`config.mk`:
```
export PLATFORM = sky130hd
export DESIGN_NAME = aes_req_arbiter
export DESIGN_NICKNAME = d
export VERILOG_FILES = /design/src/rtl/aes_req_arbiter.sv
export SDC_FILE = /design/constraint.sdc
export NUM_CORES = 1
export LEC_CHECK = 0
export BUFFER_PORTS_ARGS = -buffer_cell sky130_fd_sc_hd__buf_2
export CAP_MARGIN = 10
export CORE_AREA = 5 5 401 403
export DETAILED_ROUTE_END_ITERATION = 8
export DIE_AREA = 0 0 406 408
export SLEW_MARGIN = 10
export SYNTH_ARGS = -nofsm -noshare
export SYNTH_HDL_FRONTEND = slang
export SYNTH_SLANG_ARGS = --single-unit
```
`constraint.sdc`:
```
create_clock -name clk -period 24 [get_ports clk]
set_input_delay 1.2 -clock clk [delete_from_list [all_inputs] [get_ports clk]]
set_output_delay 1.2 -clock clk [all_outputs]
set_load 0.01 [all_outputs]
```
`src/rtl/aes_req_arbiter.sv`:
```
// Two-port arbiter sharing one pipelined AES-128 core; a tag pipeline tracks each job's owner
// so the ciphertext is routed back to the requester that issued it. Optional: AES_ARB_STRICT_PRIO_EN.
module aes_req_arbiter #(
    parameter int LATENCY = 21
) (
    input  logic         clk,
    input  logic         rst,
    input  logic         req0_valid,
    output logic         req0_ready,
    input  logic [127:0] req0_state,
    input  logic [127:0] req0_key,
    input  logic         req1_valid,
    output logic         req1_ready,
    input  logic [127:0] req1_state,
    input  logic [127:0] req1_key,
    input  logic         hold,
    output logic         core_valid,
    output logic [127:0] core_state,
    output logic [127:0] core_key,
    input  logic [127:0] core_out,
    output logic         rsp0_valid,
    output logic         rsp1_valid,
    output logic [127:0] rsp_data,
    output logic [7:0]   inflight
);

    logic               grant0_s;
    logic               grant1_s;
    logic               xfer_s;
    logic               tag_exit_s;
    logic               core_valid_r;
    logic               core_id_r;
    logic [127:0]       core_state_r;
    logic [127:0]       core_key_r;
    logic [LATENCY-1:0] tag_v_r;
    logic [LATENCY-1:0] tag_id_r;
    logic               rsp0_valid_r;
    logic               rsp1_valid_r;
    logic [127:0]       rsp_data_r;
    logic [7:0]         inflight_r;
`ifndef AES_ARB_STRICT_PRIO_EN
    logic               last_r;
`endif

    // Grant selection: hold blocks everything, otherwise priority or round-robin
    always_comb begin
        grant0_s = 1'b0;
        grant1_s = 1'b0;
        if (hold) begin
            grant0_s = 1'b0;
            grant1_s = 1'b0;
        end else begin
`ifdef AES_ARB_STRICT_PRIO_EN
            grant0_s = req0_valid;
            grant1_s = req1_valid & ~req0_valid;
`else
            // With both valid, the requester that did not win last time goes next
            grant0_s = req0_valid & (~req1_valid | last_r);
            grant1_s = req1_valid & (~req0_valid | ~last_r);
`endif
        end
    end

    assign xfer_s     = grant0_s | grant1_s;
    assign tag_exit_s = tag_v_r[LATENCY-1];

`ifndef AES_ARB_STRICT_PRIO_EN
    // Round-robin history, starts as 1 so requester 0 wins the first contest
    always_ff @(posedge clk or posedge rst) begin
        if (rst) begin
            last_r <= 1'b1;
        end else if (xfer_s) begin
            last_r <= grant1_s;
        end
    end
`endif

    // Core issue register; data holds when idle so the core inputs do not toggle
    always_ff @(posedge clk or posedge rst) begin
        if (rst) begin
            core_valid_r <= 1'b0;
            core_id_r    <= 1'b0;
            core_state_r <= 128'd0;
            core_key_r   <= 128'd0;
        end else begin
            core_valid_r <= xfer_s;
            core_id_r    <= grant1_s;
            if (xfer_s) begin
                core_state_r <= grant1_s ? req1_state : req0_state;
                core_key_r   <= grant1_s ? req1_key   : req0_key;
            end
        end
    end

    // Owner tags; the last stage lines up with the cycle core_out holds that job's result
    always_ff @(posedge clk or posedge rst) begin
        if (rst) begin
            tag_v_r  <= '0;
            tag_id_r <= '0;
        end else begin
            tag_v_r  <= (tag_v_r << 1)  | LATENCY'(core_valid_r);
            tag_id_r <= (tag_id_r << 1) | LATENCY'(core_id_r);
        end
    end

    // Response capture and routing
    always_ff @(posedge clk or posedge rst) begin
        if (rst) begin
            rsp0_valid_r <= 1'b0;
            rsp1_valid_r <= 1'b0;
            rsp_data_r   <= 128'd0;
        end else begin
            rsp0_valid_r <= tag_exit_s & ~tag_id_r[LATENCY-1];
            rsp1_valid_r <= tag_exit_s &  tag_id_r[LATENCY-1];
            if (tag_exit_s) begin
                rsp_data_r <= core_out;
            end
        end
    end

    // Outstanding job count: bounded by LATENCY+2, so 8 bits cannot wrap
    always_ff @(posedge clk or posedge rst) begin
        if (rst) begin
            inflight_r <= 8'd0;
        end else begin
            inflight_r <= inflight_r + {7'd0, xfer_s} - {7'd0, rsp0_valid_r | rsp1_valid_r};
        end
    end

    assign req0_ready = grant0_s;
    assign req1_ready = grant1_s;
    assign core_valid = core_valid_r;
    assign core_state = core_state_r;
    assign core_key   = core_key_r;
    assign rsp0_valid = rsp0_valid_r;
    assign rsp1_valid = rsp1_valid_r;
    assign rsp_data   = rsp_data_r;
    assign inflight   = inflight_r;

endmodule

```
# Yosys cells after proc, flatten, opt, wreduce, memory -nomap -nowiden
# Cells that the tools add are included.
[classes]
add_sub_neg = 2
mul = 0
div = 0
magnitude_cmp = 0
n_eq_ne = 0
n_shift = 0
n_mux = 4
bitwise_logic = 14
n_reduce_logical = 0
[op_table]
columns = ["operator", "n"]
rows = [
  ["$mux 128", 2],
  ["$or 21x1->21", 2],
  ["$add 8x1->8", 1],
  ["$sub 8x1->8", 1],
  ["$and 1x1->1", 4],
  ["$not 1->1", 4],
  ["$or 1x1->1", 4],
  ["$mux 1", 2],
]
[totals]
ff_bits = 439
latch_bits = 0
ramBits = 0
mem_bits_ro = 0
inputBits = 645
out_inout_bits = 397
wordCells = 31
n_memories = 0

# Longest topological paths before layout
[depth]
depth_word = 7
mapped_depth = 11

# Worst setup path before layout
# OpenSTA, ideal clock, no wires.
[synth_timing]
path_kind = "input to register"
from = "input req0_valid"
to = "register inflight_r[6], in the netlist inflight[6]"
setup_time_ns = 0.069
arrival_time_ns = 2.983
path_slack_ns = 20.949
path_stages = 11
path_buffers = 0
path_cell_list = "nor2_1 or2_1 ha_1 inv_1 ha_1 inv_1 fa_1 nor2b_1 o31a_1 or4_1 nand3_1"
[synth_between]
elab_chain_cells = 7
word_cells_on_any_way = 9
[synth_lines]
columns = ["item", "line", "source"]
rows = [
  ["start, declared", "8", "input logic req0_valid,"],
  ["$not 1->1", "59", "grant1_s = req1_valid & (~req0_valid | ~last_r);"],
  ["$or 1x1->1", "59", ""],
  ["$and 1x1->1", "59", ""],
  ["$mux 1", "49", "if (hold) begin"],
  ["$or 1x1->1 (*)", "64", "assign xfer_s = grant0_s | grant1_s;"],
  ["$add 8x1->8 (*)", "126", "inflight_r <= inflight_r + {7'd0, xfer_s} - {7'd0, rsp0_valid_r | rsp1_valid_r};"],
  ["$sub 8x1->8 (*)", "126", ""],
  ["end signal, assigned", "126", ""],
  ["end, declared", "40", "logic [7:0] inflight_r;"],
]
# Every way passes the cells marked *; elsewhere a longest branch is shown, timed or not.
# A chain may end at the register's enable or synchronous reset.

# Worst setup path in the final report
[layout_timing]
from = "input req0_valid"
to = "register core_key_r[92], in the netlist core_key[92]"
[layout_between]
elab_chain_cells = 5
word_cells_on_any_way = 8
[layout_lines]
columns = ["item", "line", "source"]
rows = [
  ["$not 1->1", "59", ""],
  ["$or 1x1->1", "59", ""],
  ["$and 1x1->1", "59", ""],
  ["$mux 1", "49", ""],
  ["$mux 128 / $or 1x1->1 (equally long branches)", "90, 64", ""],
  ["end signal, assigned", "90", "core_key_r <= grant1_s ? req1_key : req0_key;"],
  ["end, declared", "34", "logic [127:0] core_key_r;"],
]
# Parallel ways exist; a longest one is shown, timed or not.

==> insert_results.sql <==
INSERT INTO impl_metrics (metric_group, metric, value, unit) VALUES
('setup_path', 'critical_path.startpoint', 'req0_valid', ''),
('cells_and_area', 'multi_input_gate_area_in_the_final_layout', '0.006292', 'mm2'),
('cells_and_area', 'final.fill_count', '17680', ''),
('global_routing', 'first_global_vias', '17630', ''),
('synth', 'yosysUniqueCellTypes', '35', ''),
('setup_path', 'worst-endpoint-required', '24.43', 'ns'),
('cts', 'cts_sinks', '439', ''),
('synth', 'synth_cells', '1780', ''),
('timing', 'hold_ws', '0.3371', 'ns'),
('hold_path', 'min-delay-path-class', 'reg -> reg', ''),
('timing', 'timing.slew.headroom', '26.75', '%'),
('placement', 'io_buffer_count', '1041', ''),
('die', 'core_area', '0.1571', 'mm2'),
('cts', 'post_cts_setup_inserts', '0', ''),
('die', 'die_footprint', '0.1656', 'mm2'),
('timing', 'report.final.hold_viol_count', '0', ''),
('placement', 'post_dp_cell_area', '0.02529', 'mm2'),
('synth', 'synthesis.area', '0.01811', 'mm2'),
('synth', 'seq_area_frac_synth', '60.65', '%'),
('setup_path', 'longest_individual_stage_delay_on_the_worst_path', '0.85', 'ns'),
('cells_and_area', 'drive_gt1_share', '45.86', '%'),
('die', 'die_width', '406', 'um'),
('timing', 'totalNegativeSetupSlack', '0', 'ns'),
('synth', 'synth_area_per_cell', '10.18', 'um2'),
('global_routing', 'grt_usage', '14.14', '%'),
('setup_path', 'crit_path_top_delay_cell', 'sky130_fd_sc_hd__buf_4', ''),
('cells_and_area', 'final_net_count', '3421', ''),
('setup_path', 'cp_max_fo', '135', ''),
('timing', 'period_needed', '3.823', 'ns'),
('hold_path', 'startpoint_of_the_tightest_hold_check_path', 'tag_id_r[10]', ''),
('die', 'top_level_ports', '1042', ''),
('setup_path', 'criticalPathCategory', 'in -> reg', ''),
('power', 'power_density', '85.80', 'mW/mm2'),
('placement', 'dpl_worst_slack', '19.58', 'ns'),
('timing', 'rsz_0062_raised_after_global_routing', 'no', ''),
('detailed_routing', 'detail_route.vias_per_cell', '3.736', ''),
('global_routing', 'grt_start_max_net_pins', '136', ''),
('detailed_routing', 'antenna_violating_nets_post_route', '0', ''),
('synth', 'yosys_warnings', '0', ''),
('setup_path', 'path_cells', 'buf_2, nor2_1, or2_1, inv_8, buf_4, buf_4, a31oi_1', ''),
('timing', 'fin_worst_skew', '0.01915', 'ns'),
('power', 'power_leakage', '0.01277', 'uW'),
('cells_and_area', 'areaGrowthSynthToFinish', '51.15', '%'),
('outcome', 'run_status', 'completed', ''),
('detailed_routing', 'drc', '0', ''),
('global_routing', 'antenna_found_initial', '160', ''),
('synth', 'ys_seq_elements', '439', ''),
('setup_path', 'timing.reg2reg.setup_slack', '20.88', 'ns'),
('die', 'start_util', '11.53', '%'),
('cts', 'htree_num_levels', '2', ''),
('job', 'number_of_max_cap_violations', '0', ''),
('power', 'irDropWorstVdd', '0.04859', 'mV'),
('cts', 'cts_repair_resize_count', '0', ''),
('cts', 'cts_inserted_buffers', '54', ''),
('global_routing', 'grt_first_pass_wirelength', '158900', 'um'),
('detailed_routing', 'first_iter_violations', '1213', ''),
('setup_path', 'critical_path_capture_point_type', 'flop', ''),
('cells_and_area', 'register_area', '0.01099', 'mm2'),
('setup_path', 'critical_path.most_common_cell', 'sky130_fd_sc_hd__buf_4', ''),
('die', 'die_height', '408', 'um'),
('cts', 'clkSlewWorstSetupHoldPaths', '0.06', 'ns'),
('cells_and_area', 'final_util', '17.43', '%'),
('cts', 'clockRootBuffer', 'sky130_fd_sc_hd__clkbuf_16', ''),
('detailed_routing', 'drt_wl_total', '122400', 'um'),
('cts', 'clock_tree_from_tritoncts', 'yes', ''),
('synth', 'syn_nets', '2434', ''),
('cells_and_area', 'most_common_library_cell_in_the_layout_ignoring_fill_and_taps', 'sky130_fd_sc_hd__buf_2', ''),
('timing', 'final-max-slew-violation-count', '0', ''),
('cts', 'insertion_delay', '0.63', 'ns'),
('die', 'floorplan.rows', '146', ''),
('setup_path', 'crit-reg2reg-launch', 'last_r', '');
-- critical path, delay by kind of cell --
| family | cells | cell delay, ns |
|---|---|---|
| AOI/OAI and AO/OA | 1 | 0.21 |
| buffers and inverters | 4 | 2.21 |
| and+or+nand+nor | 2 | 0.33 |
-- Yosys cell counts --
master                     instances  area (um2)
sky130_fd_sc_hd__buf_2            75       375.4
sky130_fd_sc_hd__o31a_1            1       8.760
sky130_fd_sc_hd__or2_1             1       6.260
sky130_fd_sc_hd__or4_1             1       7.510
sky130_fd_sc_hd__fa_1              1       20.02
sky130_fd_sc_hd__buf_4             8       60.06
sky130_fd_sc_hd__a21o_1            1       7.510
sky130_fd_sc_hd__a21oi_1           6       30.03
sky130_fd_sc_hd__o21bai_1          1       7.510
sky130_fd_sc_hd__a31oi_1         256        1602
sky130_fd_sc_hd__xnor2_1           4       35.03
sky130_fd_sc_hd__a21o_2            1       8.760
sky130_fd_sc_hd__nand2b_1          2       12.51
sky130_fd_sc_hd__or2_2             1       6.260
sky130_fd_sc_hd__a211oi_1          2       15.01
sky130_fd_sc_hd__o21a_1            1       7.510
sky130_fd_sc_hd__nor2b_1           2       12.51
sky130_fd_sc_hd__dfstp_2           1       26.28
sky130_fd_sc_hd__o211ai_1          1       7.510
sky130_fd_sc_hd__buf_1             3       11.26
sky130_fd_sc_hd__ha_1              8       100.1
sky130_fd_sc_hd__nand3_1           1       5.000
sky130_fd_sc_hd__inv_2             1       3.750
sky130_fd_sc_hd__o21ai_0           4       20.02
sky130_fd_sc_hd__buf_6            25       281.5
sky130_fd_sc_hd__a41oi_1           1       8.760
sky130_fd_sc_hd__nor3_1            1       5.000
sky130_fd_sc_hd__and2_1            1       6.260
sky130_fd_sc_hd__inv_1            13       48.80
sky130_fd_sc_hd__clkinv_2          1       5.000
sky130_fd_sc_hd__clkbuf_1         15       56.30
sky130_fd_sc_hd__nand2_1         514        1929
sky130_fd_sc_hd__dfrtp_1         438       10960
sky130_fd_sc_hd__nor2_1          260       975.9
sky130_fd_sc_hd__mux2_2          128        1441
-- layer usage --
metal,vias up,track usage (%),wire [um]
li1,8003,-,-
met1,8909,17.36,48730
met2,1117,22.89,55920
met3,288,5.429,13050
met4,42,4.308,4443
met5,-,0,289
-- metrics by stage --
| stage | total power [uW] | instances |
|---|---|---|
| finish | 2349 | 4914 |
| global route | 2469 | 4891 |
| CTS | 2399 | 4885 |
| detailed placement | 1446 | 4783 |
| global placement | 1437 | 4783 |
| floorplan | 1169 | 1780 |
-- final cells by class --
type	instances	area share, %
repair buffers	1057	19.47
well taps	2072	9.468
flip-flops and latches	439	40.14
inverters	15	0.3062
clock inverters	30	1.599
diodes	29	0.2650
clock buffers	72	5.776
multi-input cells	1200	22.98
-- flip-flops by register name, summed over array words and instances (netlist names) --
name / flops
core_state: 128
rsp1_valid: 1
core_id_r: 1
last_r: 1
core_key: 128
tag_v_r: 21
inflight: 8
tag_id_r: 21
core_valid: 1
rsp0_valid: 1
rsp_data: 128
-- final timing paths --
path / to / depth (start not counted)
setup / recovery: core_key[92] / 7
hold / removal: tag_id_r[11] / 0
setup reg to reg: core_key[110] / 5
hold reg to reg: tag_id_r[11] / 0
max in group asynchronous: core_state[6] / 4
min in group asynchronous: core_state[111] / 2
-- cells by family (layout without fill, tap and decap cells) --
logic type / Yosys count / after routing / share of synthesized area [%]
mux: 128 / 128 / 7.957
other cells: 0 / 29 / 0
xor+xnor: 4 / 4 / 0.1934
fa+ha+maj: 9 / 9 / 0.6631
simple gates: 784 / 784 / 16.38
flops: 439 / 439 / 60.65
buf+inv: 141 / 1174 / 4.648
compound gates: 275 / 275 / 9.511
-- power by group --
part	switching, uW	internal, uW	total, uW
sequential	63.3	844	908
clock	361	563	924
combinational	313	206	518
total	737	1610	2350
(Power assumes the default switching activity.)
